===== src/rtl/sd_pkg.sv =====
// Shared types and constants for the SD CMD-line sequencer.
package sd_pkg;

  typedef enum logic [1:0] {
    RESP_NONE = 2'd0,
    RESP_R1   = 2'd1,
    RESP_R2   = 2'd2,
    RESP_R3   = 2'd3
  } resp_type_e;

  typedef enum logic [2:0] {
    ST_POWERUP   = 3'd0,
    ST_IDLE      = 3'd1,
    ST_SEND      = 3'd2,
    ST_WAIT_RESP = 3'd3,
    ST_RECV      = 3'd4,
    ST_TRAIL     = 3'd5,
    ST_DONE      = 3'd6
  } sd_state_e;

  localparam int CMD_LEN = 48;
  localparam int R2_LEN  = 136;
  localparam int NCC     = 8;

endpackage


===== src/rtl/sd_crc7.sv =====
// Serial CRC7 (x^7 + x^3 + 1), MSB-first data, synchronous clear.
module sd_crc7 (
  input  logic       clk,
  input  logic       reset_n,
  input  logic       clr,
  input  logic       en,
  input  logic       din,
  output logic [6:0] crc
);

  logic fb;
  assign fb = din ^ crc[6];

  // Feeding din = crc[6] makes fb zero, so the register shifts its value out MSB first.
  always_ff @(posedge clk or negedge reset_n) begin
    if (!reset_n)  crc <= 7'd0;
    else if (clr)  crc <= 7'd0;
    else if (en)   crc <= {crc[5:0], 1'b0} ^ {3'b000, fb, 2'b00, fb};
  end

endmodule


===== src/rtl/sd_cmd_ctrl.sv =====
// SD CMD-line engine: clock generation, power-up train, command TX with CRC7,
// response capture and checking.
module sd_cmd_ctrl
  import sd_pkg::*;
#(
  parameter int CLK_DIV      = 63,
  parameter int RESP_TIMEOUT = 64,
  parameter int POWERUP_CLKS = 80
) (
  input  logic         clk,
  input  logic         reset_n,
  input  logic         start,
  input  logic [5:0]   cmd_index,
  input  logic [31:0]  cmd_arg,
  input  logic [1:0]   resp_type,
  output logic         busy,
  output logic         done,
  output logic         timeout_err,
  output logic         crc_err,
  output logic         end_err,
  output logic [5:0]   resp_index,
  output logic [127:0] resp,
  output logic         sd_clk,
  output logic         sd_cmd_out,
  output logic         sd_cmd_oe,
  input  logic         sd_cmd_in,
  output logic         sd_cmd_dir,
  output sd_state_e    dbg_state
);

  localparam int DIV_W = (CLK_DIV > 1) ? $clog2(CLK_DIV) : 1;

  // Handshake: start is honoured only in a cycle where busy is low; busy then
  // stays high until the cycle after the single-cycle done pulse.
  sd_state_e        state, state_next;
  logic [DIV_W-1:0] div_cnt;
  logic             sd_clk_r, rise_stb, fall_stb, clk_run;
  logic [15:0]      cnt, rx_need;
  logic [38:0]      tx_sh;
  logic             cmd_out_r, tx_bit, accept;
  logic [127:0]     rx_sh;
  resp_type_e       rt;
  logic             crc_clr, crc_en, crc_din;
  logic [6:0]       crc;

  assign accept  = (state == ST_IDLE) && start;
  assign rx_need = (rt == RESP_R2) ? 16'(R2_LEN - 1) : 16'(CMD_LEN - 1);
  // cnt is the index of the bit on the line; tx_bit is the one that follows it.
  assign tx_bit  = (cnt < 16'd39) ? tx_sh[38] : (cnt < 16'd46) ? crc[6] : 1'b1;

  always_ff @(posedge clk or negedge reset_n) begin
    if (!reset_n) state <= ST_POWERUP;
    else          state <= state_next;
  end

  always_comb begin
    state_next = state;
    case (state)
      ST_POWERUP:   if (fall_stb && cnt == 16'(POWERUP_CLKS - 1)) state_next = ST_IDLE;
      ST_IDLE:      if (start) state_next = ST_SEND;
      ST_SEND:      if (fall_stb && cnt == 16'(CMD_LEN - 1))
                      state_next = (rt == RESP_NONE) ? ST_TRAIL : ST_WAIT_RESP;
      ST_WAIT_RESP: if (rise_stb && !sd_cmd_in) state_next = ST_RECV;
                    else if (fall_stb && cnt == 16'(RESP_TIMEOUT - 1)) state_next = ST_TRAIL;
      ST_RECV:      if (fall_stb && cnt == rx_need) state_next = ST_TRAIL;
      ST_TRAIL:     if (fall_stb && cnt == 16'(NCC - 1)) state_next = ST_DONE;
      ST_DONE:      state_next = ST_IDLE;
      default:      state_next = ST_POWERUP;
    endcase
  end

  always_comb begin
    busy       = 1'b1;
    done       = 1'b0;
    clk_run    = 1'b0;
    sd_cmd_oe  = 1'b1;
    sd_cmd_out = 1'b1;
    case (state)
      ST_POWERUP:            clk_run = 1'b1;
      ST_IDLE:               busy = 1'b0;
      ST_SEND:               begin clk_run = 1'b1; sd_cmd_out = cmd_out_r; end
      ST_WAIT_RESP, ST_RECV: begin clk_run = 1'b1; sd_cmd_oe = 1'b0; end
      ST_TRAIL:              clk_run = 1'b1;
      ST_DONE:               done = 1'b1;
      default:               ;
    endcase
  end

  assign sd_cmd_dir = sd_cmd_oe;
  assign sd_clk     = sd_clk_r;
  assign dbg_state  = state;

  // Strobes are registered alongside sd_clk, so they mark the cycle the pad edge appears.
  always_ff @(posedge clk or negedge reset_n) begin
    if (!reset_n) begin
      div_cnt  <= '0;
      sd_clk_r <= 1'b0;
      rise_stb <= 1'b0;
      fall_stb <= 1'b0;
    end else if (!clk_run) begin
      div_cnt  <= '0;
      sd_clk_r <= 1'b0;
      rise_stb <= 1'b0;
      fall_stb <= 1'b0;
    end else if (div_cnt == DIV_W'(CLK_DIV - 1)) begin
      div_cnt  <= '0;
      sd_clk_r <= ~sd_clk_r;
      rise_stb <= ~sd_clk_r;
      fall_stb <= sd_clk_r;
    end else begin
      div_cnt  <= div_cnt + 1'b1;
      rise_stb <= 1'b0;
      fall_stb <= 1'b0;
    end
  end

  always_ff @(posedge clk or negedge reset_n) begin
    if (!reset_n) begin
      cnt         <= '0;
      tx_sh       <= '0;
      cmd_out_r   <= 1'b1;
      rx_sh       <= '0;
      rt          <= RESP_NONE;
      timeout_err <= 1'b0;
      crc_err     <= 1'b0;
      end_err     <= 1'b0;
      resp_index  <= '0;
      resp        <= '0;
    end else begin
      if (state_next != state)
        cnt <= '0;
      else if ((state == ST_RECV) ? rise_stb : fall_stb)
        cnt <= cnt + 1'b1;

      if (accept) begin
        rt          <= resp_type_e'(resp_type);
        tx_sh       <= {1'b1, cmd_index, cmd_arg};
        cmd_out_r   <= 1'b0;
        timeout_err <= 1'b0;
        crc_err     <= 1'b0;
        end_err     <= 1'b0;
        resp_index  <= '0;
        resp        <= '0;
      end

      if (state == ST_SEND && fall_stb && cnt != 16'(CMD_LEN - 1)) begin
        cmd_out_r <= tx_bit;
        if (cnt < 16'd39) tx_sh <= {tx_sh[37:0], 1'b0};
      end

      if (state == ST_WAIT_RESP && state_next == ST_TRAIL)
        timeout_err <= 1'b1;

      if (state == ST_RECV && rise_stb)
        rx_sh <= {rx_sh[126:0], sd_cmd_in};

      if (state == ST_RECV && state_next == ST_TRAIL) begin
        if (rt == RESP_R2) begin
          resp       <= rx_sh;
          resp_index <= '0;
        end else begin
          resp       <= {96'h0, rx_sh[39:8]};
          resp_index <= rx_sh[45:40];
          crc_err    <= (rt == RESP_R1) && (crc != rx_sh[7:1]);
        end
        end_err <= ~rx_sh[0];
      end
    end
  end

  // The CRC unit follows TX bits during SEND and RX bits 46:8 during RECV.
  always_comb begin
    crc_clr = accept || (state == ST_SEND && state_next != ST_SEND);
    crc_en  = 1'b0;
    crc_din = 1'b0;
    if (state == ST_SEND && fall_stb && cnt < 16'(CMD_LEN - 2)) begin
      crc_en  = 1'b1;
      crc_din = tx_bit;
    end else if (state == ST_RECV && rise_stb && cnt < 16'd39) begin
      crc_en  = 1'b1;
      crc_din = sd_cmd_in;
    end
  end

  sd_crc7 u_crc (
    .clk     (clk),
    .reset_n (reset_n),
    .clr     (crc_clr),
    .en      (crc_en),
    .din     (crc_din),
    .crc     (crc)
  );

endmodule


===== config.mk =====
export PLATFORM = sky130hd
export DESIGN_NAME = sd_cmd_ctrl
export DESIGN_NICKNAME = d
export VERILOG_FILES = /design/src/rtl/sd_pkg.sv /design/src/rtl/sd_crc7.sv /design/src/rtl/sd_cmd_ctrl.sv
export SDC_FILE = /design/constraint.sdc
export NUM_CORES = 1
export LEC_CHECK = 0
export BUFFER_PORTS_ARGS = -buffer_cell sky130_fd_sc_hd__buf_4
export CORE_MARGIN = 10
export CORE_UTILIZATION = 37
export DETAILED_ROUTE_END_ITERATION = 7
export HOLD_SLACK_MARGIN = 0.12
export PLACE_DENSITY = 0.53
export SLEW_MARGIN = 20
export SYNTH_ARGS = -nofsm -noshare
export SYNTH_HDL_FRONTEND = slang
export SYNTH_HIERARCHICAL = 1
export SYNTH_SLANG_ARGS = --single-unit

===== constraint.sdc =====
create_clock -name clk -period 2.3 [get_ports clk]
set_input_delay 0.23 -clock clk [delete_from_list [all_inputs] [get_ports clk]]
set_output_delay 0.23 -clock clk [all_outputs]
set_load 0.01 [all_outputs]

[Word-level counts from Yosys, hierarchy flattened]
Cells that the tools add are included.
Operators by class
  equal/unequal tests: 20
  shifts and indexed selects: 0
  bitwise operators: 4
  $mul: 0
  reductions and logical operators: 27
  div/mod/pow operators: 0
  mux-type cells: 50
  order comparisons: 2
  add/subtract/negate cells: 2
Operator list (number)
  $mux W128: 3
  $mux W39: 3
  $eq A16 B6 Y1 const B: 2
  $lt A16 B6 Y1 const B: 2
  $mux W16: 2
  $mux W6: 5
  $mux W1: 25
  $mux W3: 8
  $pmux W3 S7: 1
  $add A16 B1 Y16 const B: 1
  $eq A16 B3 Y1 const B: 1
  $eq A16 B7 Y1 const B: 1
  $eq A16 B8 Y1: 1
  $logic_and A1 B1 Y1: 16
  $ne A16 B6 Y1 const B: 1
  $mux W7: 2
  $eq A3 B3 Y1 const B: 4
  $reduce_bool A2 Y1: 5
  $mux W8: 1
  $ne A7 B7 Y1: 1
  $xor A7 B4 Y7: 1
  $add A6 B1 Y6 const B: 1
  $eq A3 B2 Y1 const B: 2
  $eq A6 B6 Y1 const B: 1
  14 further kinds: 15
Storage, ports and cells
  bits in writable memories: 0
  flip-flop bits (word level): 342
  bits of input ports: 44
  latch bits: 0
  memory bits (read-only): 0
  output and inout port bits: 146
  memories: 0

[Longest topological paths before layout]
  depth after elaboration: 10
  depth in mapped cells: 12
  mapped depth without buffers: 10

[By module]
The synthesis kept the hierarchy.
Modules (own cells, without submodules)
  sd_cmd_ctrl: sequential area each 8384.3 um^2, times used 1, area an instance 13655.6 um^2, cells an instance 1058
  sd_crc7: sequential area each 175.2 um^2, times used 1, area an instance 307.8 um^2, cells an instance 28

[Worst setup path after synthesis]
Ideal clock, no wire load.
  path type: reg-to-reg
  start point: register cnt[13]
  end point: register u_crc.crc[3]
  library setup time: 0.135 ns
  cell stages (with the launch flop): 9
  period minus slack after synthesis: 2.508 ns
  required time: 2.165 ns
  slack: -0.208 ns
  data arrival time: 2.374 ns
  path through: dfrtp_1 -> or4_4 -> or4_1 -> buf_2 -> or3_4 -> nand2_1 -> buf_2 -> nand4b_1 -> o211ai_1
On the way
  longest elaborated chain between the ends: 9
  elaborated cells on any way between the ends: 35
  classes of those cells: order compare (2); eq/ne (6); mux (15); bitwise (2); reduce/logical (10)
Ends and longest elaborated chain
  start: declaration: line sd_cmd_ctrl.sv:38  | logic [15:0] cnt, rx_need;
  start signal: assignment: line sd_cmd_ctrl.sv:133  | cnt <= cnt + 1'b1;
  $eq A16 B6 Y1: line sd_cmd_ctrl.sv:64  | else if (fall_stb && cnt == 16'(RESP_TIMEOUT - 1)) state_next = ST_TRAIL;
  $logic_and A1 B1 Y1: line sd_cmd_ctrl.sv:64
  $mux W3: line sd_cmd_ctrl.sv:64
  $mux W3: line sd_cmd_ctrl.sv:63  | ST_WAIT_RESP: if (rise_stb && !sd_cmd_in) state_next = ST_RECV;
  $pmux W3 S7 (*): line sd_cmd_ctrl.sv:58  | case (state)
  $ne A3 B2 Y1 (*): line sd_cmd_ctrl.sv:173  | crc_clr = accept || (state == ST_SEND && state_next != ST_SEND);
  $logic_and A1 B1 Y1 (*): line sd_cmd_ctrl.sv:173
  $logic_or A1 B1 Y1 (*): line sd_cmd_ctrl.sv:173
  net crc_clr: line sd_cmd_ctrl.sv:43  | logic crc_clr, crc_en, crc_din;
  $mux W7 / $reduce_bool A2 Y1 (equally long branches)
  end signal: assignment: line sd_crc7.sv:18  | else if (en) crc <= {crc[5:0], 1'b0} ^ {3'b000, fb, 2'b00, fb};
  end: declaration: line sd_crc7.sv:8  | output logic [6:0] crc
The timed path passes the listed nets; every way through them passes the cells marked *. The select of a mux whose other input is x is not followed.
A chain may end at the register's enable or synchronous reset.

[Worst setup path after layout]
  start point: register cnt[14]
  end point: register cnt[3]
On the way
  longest elaborated chain between the ends: 7
  elaborated cells on any way between the ends: 20
  classes of those cells: eq/ne (6); mux (8); reduce/logical (6)
Ends and longest elaborated chain
  $eq A16 B6 Y1: line sd_cmd_ctrl.sv:64
  $logic_and A1 B1 Y1: line sd_cmd_ctrl.sv:64
  $mux W3: line sd_cmd_ctrl.sv:64
  $mux W3: line sd_cmd_ctrl.sv:63
  $pmux W3 S7 (*): line sd_cmd_ctrl.sv:58
  $ne A3 B3 Y1 (*): line sd_cmd_ctrl.sv:130  | if (state_next != state)
  $mux W16 / $reduce_bool A2 Y1 (equally long branches)
Mark *: on every way between the ends. The rest lies on a longest branch, timed or not.

==> summary.txt <==
Least-Margin Pin Slew: 769 ps
filler cell count: 3327
diode count: 0
Worst Slack Setup Final: -119 ps
Bufs on Longest Clock Path: 3
first-pass GRT wire length: 57.7 mm
post-DR vias/cell: 5.02
critical path arrival: 2830 ps
antenna-violating nets left: 0
peak supply drop: 0.000587 V
Initial Util: 37.2%
placed cell count: 1789
drt first-iter violations: 509
pwr dens: 645 nW/µm²
detailed placement HPWL: 23.5 mm
failing checks: negative setup slack
first-pass detailed-route iteration total: 4
RePlAce Congestion: 0.822
Final #Nets: 1443
HP Class: input port to flip-flop
outcome: finished, violations left
initial antenna violation count: 0
die area: 45900 µm²
layout cells sized above 1: 40.5%
Fin. Hold Viols: 0
share of the synthesized area in the top cell type: 61.1%
final WL: 37.9 mm
CTS tree: yes
total gr overflow: 0
Syn Inst Count: 1086
fin util: 51.7%
total CTS buffers: 39
Distinct cells, synth: 53
sequential fraction of the synthesis area: 61.3%
DRC viols: 0
fin. max-slew vios: 0
crit path capture type: flip-flop
core area: 37500 µm²
site row count: 71
io pins: 190
Worst Skew: 13.0 ps
top post-synthesis cells by count: dfrtp_1 (341), mux2_2 (128), a22o_1 (96)
Seq cells post-synth: 342
fmax: 413 MHz
Worst slew margin: 48.4%
largest net degree at the start of global routing: 69
crit path kind: flip-flop to flip-flop
Worst EP required: 2720 ps
count of final setup violators: 187
PortBufs: 189
MaxCap Viol Count: 0
leakage: 9.01 nW
Vias: 9700
Clock Sinks: 342
Root Buffer: clkbuf_16
GRT Total Usage: 15.4%
Mapped Avg Cell Area: 12.9 µm²
unrepaired setup endpoints after global routing: yes
predominant post-synthesis flop cell: dfrtp_1
H-tree Lvls: 2
cell taking the most area after synthesis: dfrtp_1
Period Utilization, post-route: 105%
most numerous cell in the Yosys netlist: dfrtp_1
Clock Pin Slew Worst Setup and Hold Paths: 50 ps
post-DR wirelength/cell: 19.6 µm
synth top area cells: dfrtp_1 (61%), mux2_2 (10%), a22o_1 (6.0%), mux2i_1 (5.4%), o21ai_0 (2.8%)
EDFF count, synth: 0
Post-Layout Cell Count: 1934
Hold Slack: 231 ps
placed cell areas: 16600 µm²
crit-path max FO: 6
syn_nets: 1133
area grow syn2layout: 38.7%
vias in the first global route: 10000
die outline width: 214 µm
Netlist Area Pre-Place: 14000 µm²
Startpoint Class: flip-flop
ys async rst share: 100%
Post-Layout Inst Area: 19400 µm²
Min Clock Period, post-route: 2420 ps
die height: 214 µm
Syn. warnings: 6
clock latency on the worst-skew pair: 540 ps
per-layer routing:
| metal | vias to the layer above | global-route usage (%) | part of all wire (%) |
|---|---|---|---|
| li1 | 4540 | - | - |
| met1 | 4911 | 21.4 | 47 |
| met5 | - | 0 | 0 |
| met2 | 198 | 23.3 | 47 |
| met4 | 0 | 4.87 | 2.1 |
| met3 | 51 | 3.46 | 4.5 |
logic make-up (layout without fill, tap and decap cells):
| family | after synthesis | in the layout | synth area share (%) |
|---|---|---|---|
| simple gates | 227 | 228 | 8.26 |
| compound gates | 198 | 198 | 10.0 |
| fa+ha+maj | 3 | 3 | 0.269 |
| mux | 204 | 204 | 15.8 |
| flops | 342 | 342 | 61.3 |
| xor+xnor | 28 | 28 | 1.76 |
| buf+inv | 84 | 420 | 2.61 |
worst max-delay path, cell delays in order (launching register included):
cell and delay [ps]:
dfrtp_1 380, or4_4 560, or4_4 570, or3_4 440, and4b_4 210, nand4_4 90, nor2_1 60
metrics by stage:
stage	setup TNS, ps	total power [mW]	setup WS (ps)
after floorplan	-3800	6.13	-125
after global placement	-983	6.34	-62.9
after detailed placement	-4380	6.34	-123
after CTS	-6200	12.7	-127
after global routing	-28860	13.0	-196
final	-11450	12.5	-119
repair_timing:
action	in CTS	in global routing
cloned	5	25
setup buffers	5	2
hold buffers	42	0
resized for setup	47	92
hold endpoints to repair	193	0
pin swaps	8	39
endpoints found under the setup margin	159	195
sequential cells by signal, indices dropped and copies added (netlist names):
name         flops
resp_index       6
sd_clk           1
u_crc/crc        7
rise_stb         1
crc_err          1
dbg_state        3
timeout_err      1
end_err          1
tx_sh           39
rx_sh          128
div_cnt          6
cmd_out_r        1
cnt             16
fall_stb         1
rt               2
resp           128
placed cells by master, fill, tap and decap left out, types with 23 or more instances in the layout:
| cell type | n |
|---|---|
| a22o_1 | 96 |
| buf_12 | 25 |
| buf_4 | 247 |
| clkbuf_16 | 58 |
| dfrtp_1 | 341 |
| dlygate4sd3_1 | 42 |
| mux2_2 | 128 |
| mux2i_1 | 76 |
| nand2_1 | 36 |
| nand3_1 | 55 |
| nor2_1 | 44 |
| o21ai_0 | 39 |
| o21ai_2 | 23 |
path summary, 6_finish.rpt:
kind                               start      endpoint  slack [ps]  cells after the start
worst max-delay path             cnt[14]        cnt[3]        -120                      6
worst min-delay path               start  dbg_state[1]         230                      4
worst max register to register   cnt[14]        cnt[3]        -120                      6
worst min register to register  tx_sh[3]      tx_sh[4]         490                      2
max in group asynchronous        reset_n    rx_sh[114]        1290                      3
min in group asynchronous        reset_n      rx_sh[5]         250                      2
power by group:
part           internal (mW)  leakage, nW  switching [mW]
clock                   3.79        0.638            2.42
sequential              6.02         4.34               0
combinational          0.114         4.03           0.148
area by class of cell:
| class | count | area [µm²] | share of cell area, % |
|---|---|---|---|
| Tap cell | 511 | 639 | 3.30 |
| Sequential cell | 342 | 8560 | 44.2 |
| Multi-Input combinational cell | 661 | 5410 | 27.9 |
| Clock buffer | 59 | 1190 | 6.16 |
| Inverter | 4 | 15.0 | 0.0775 |
| Clock inverter | 9 | 97.6 | 0.504 |
| Timing Repair Buffer | 348 | 3450 | 17.8 |
Power figures use the tool's default switching activity.
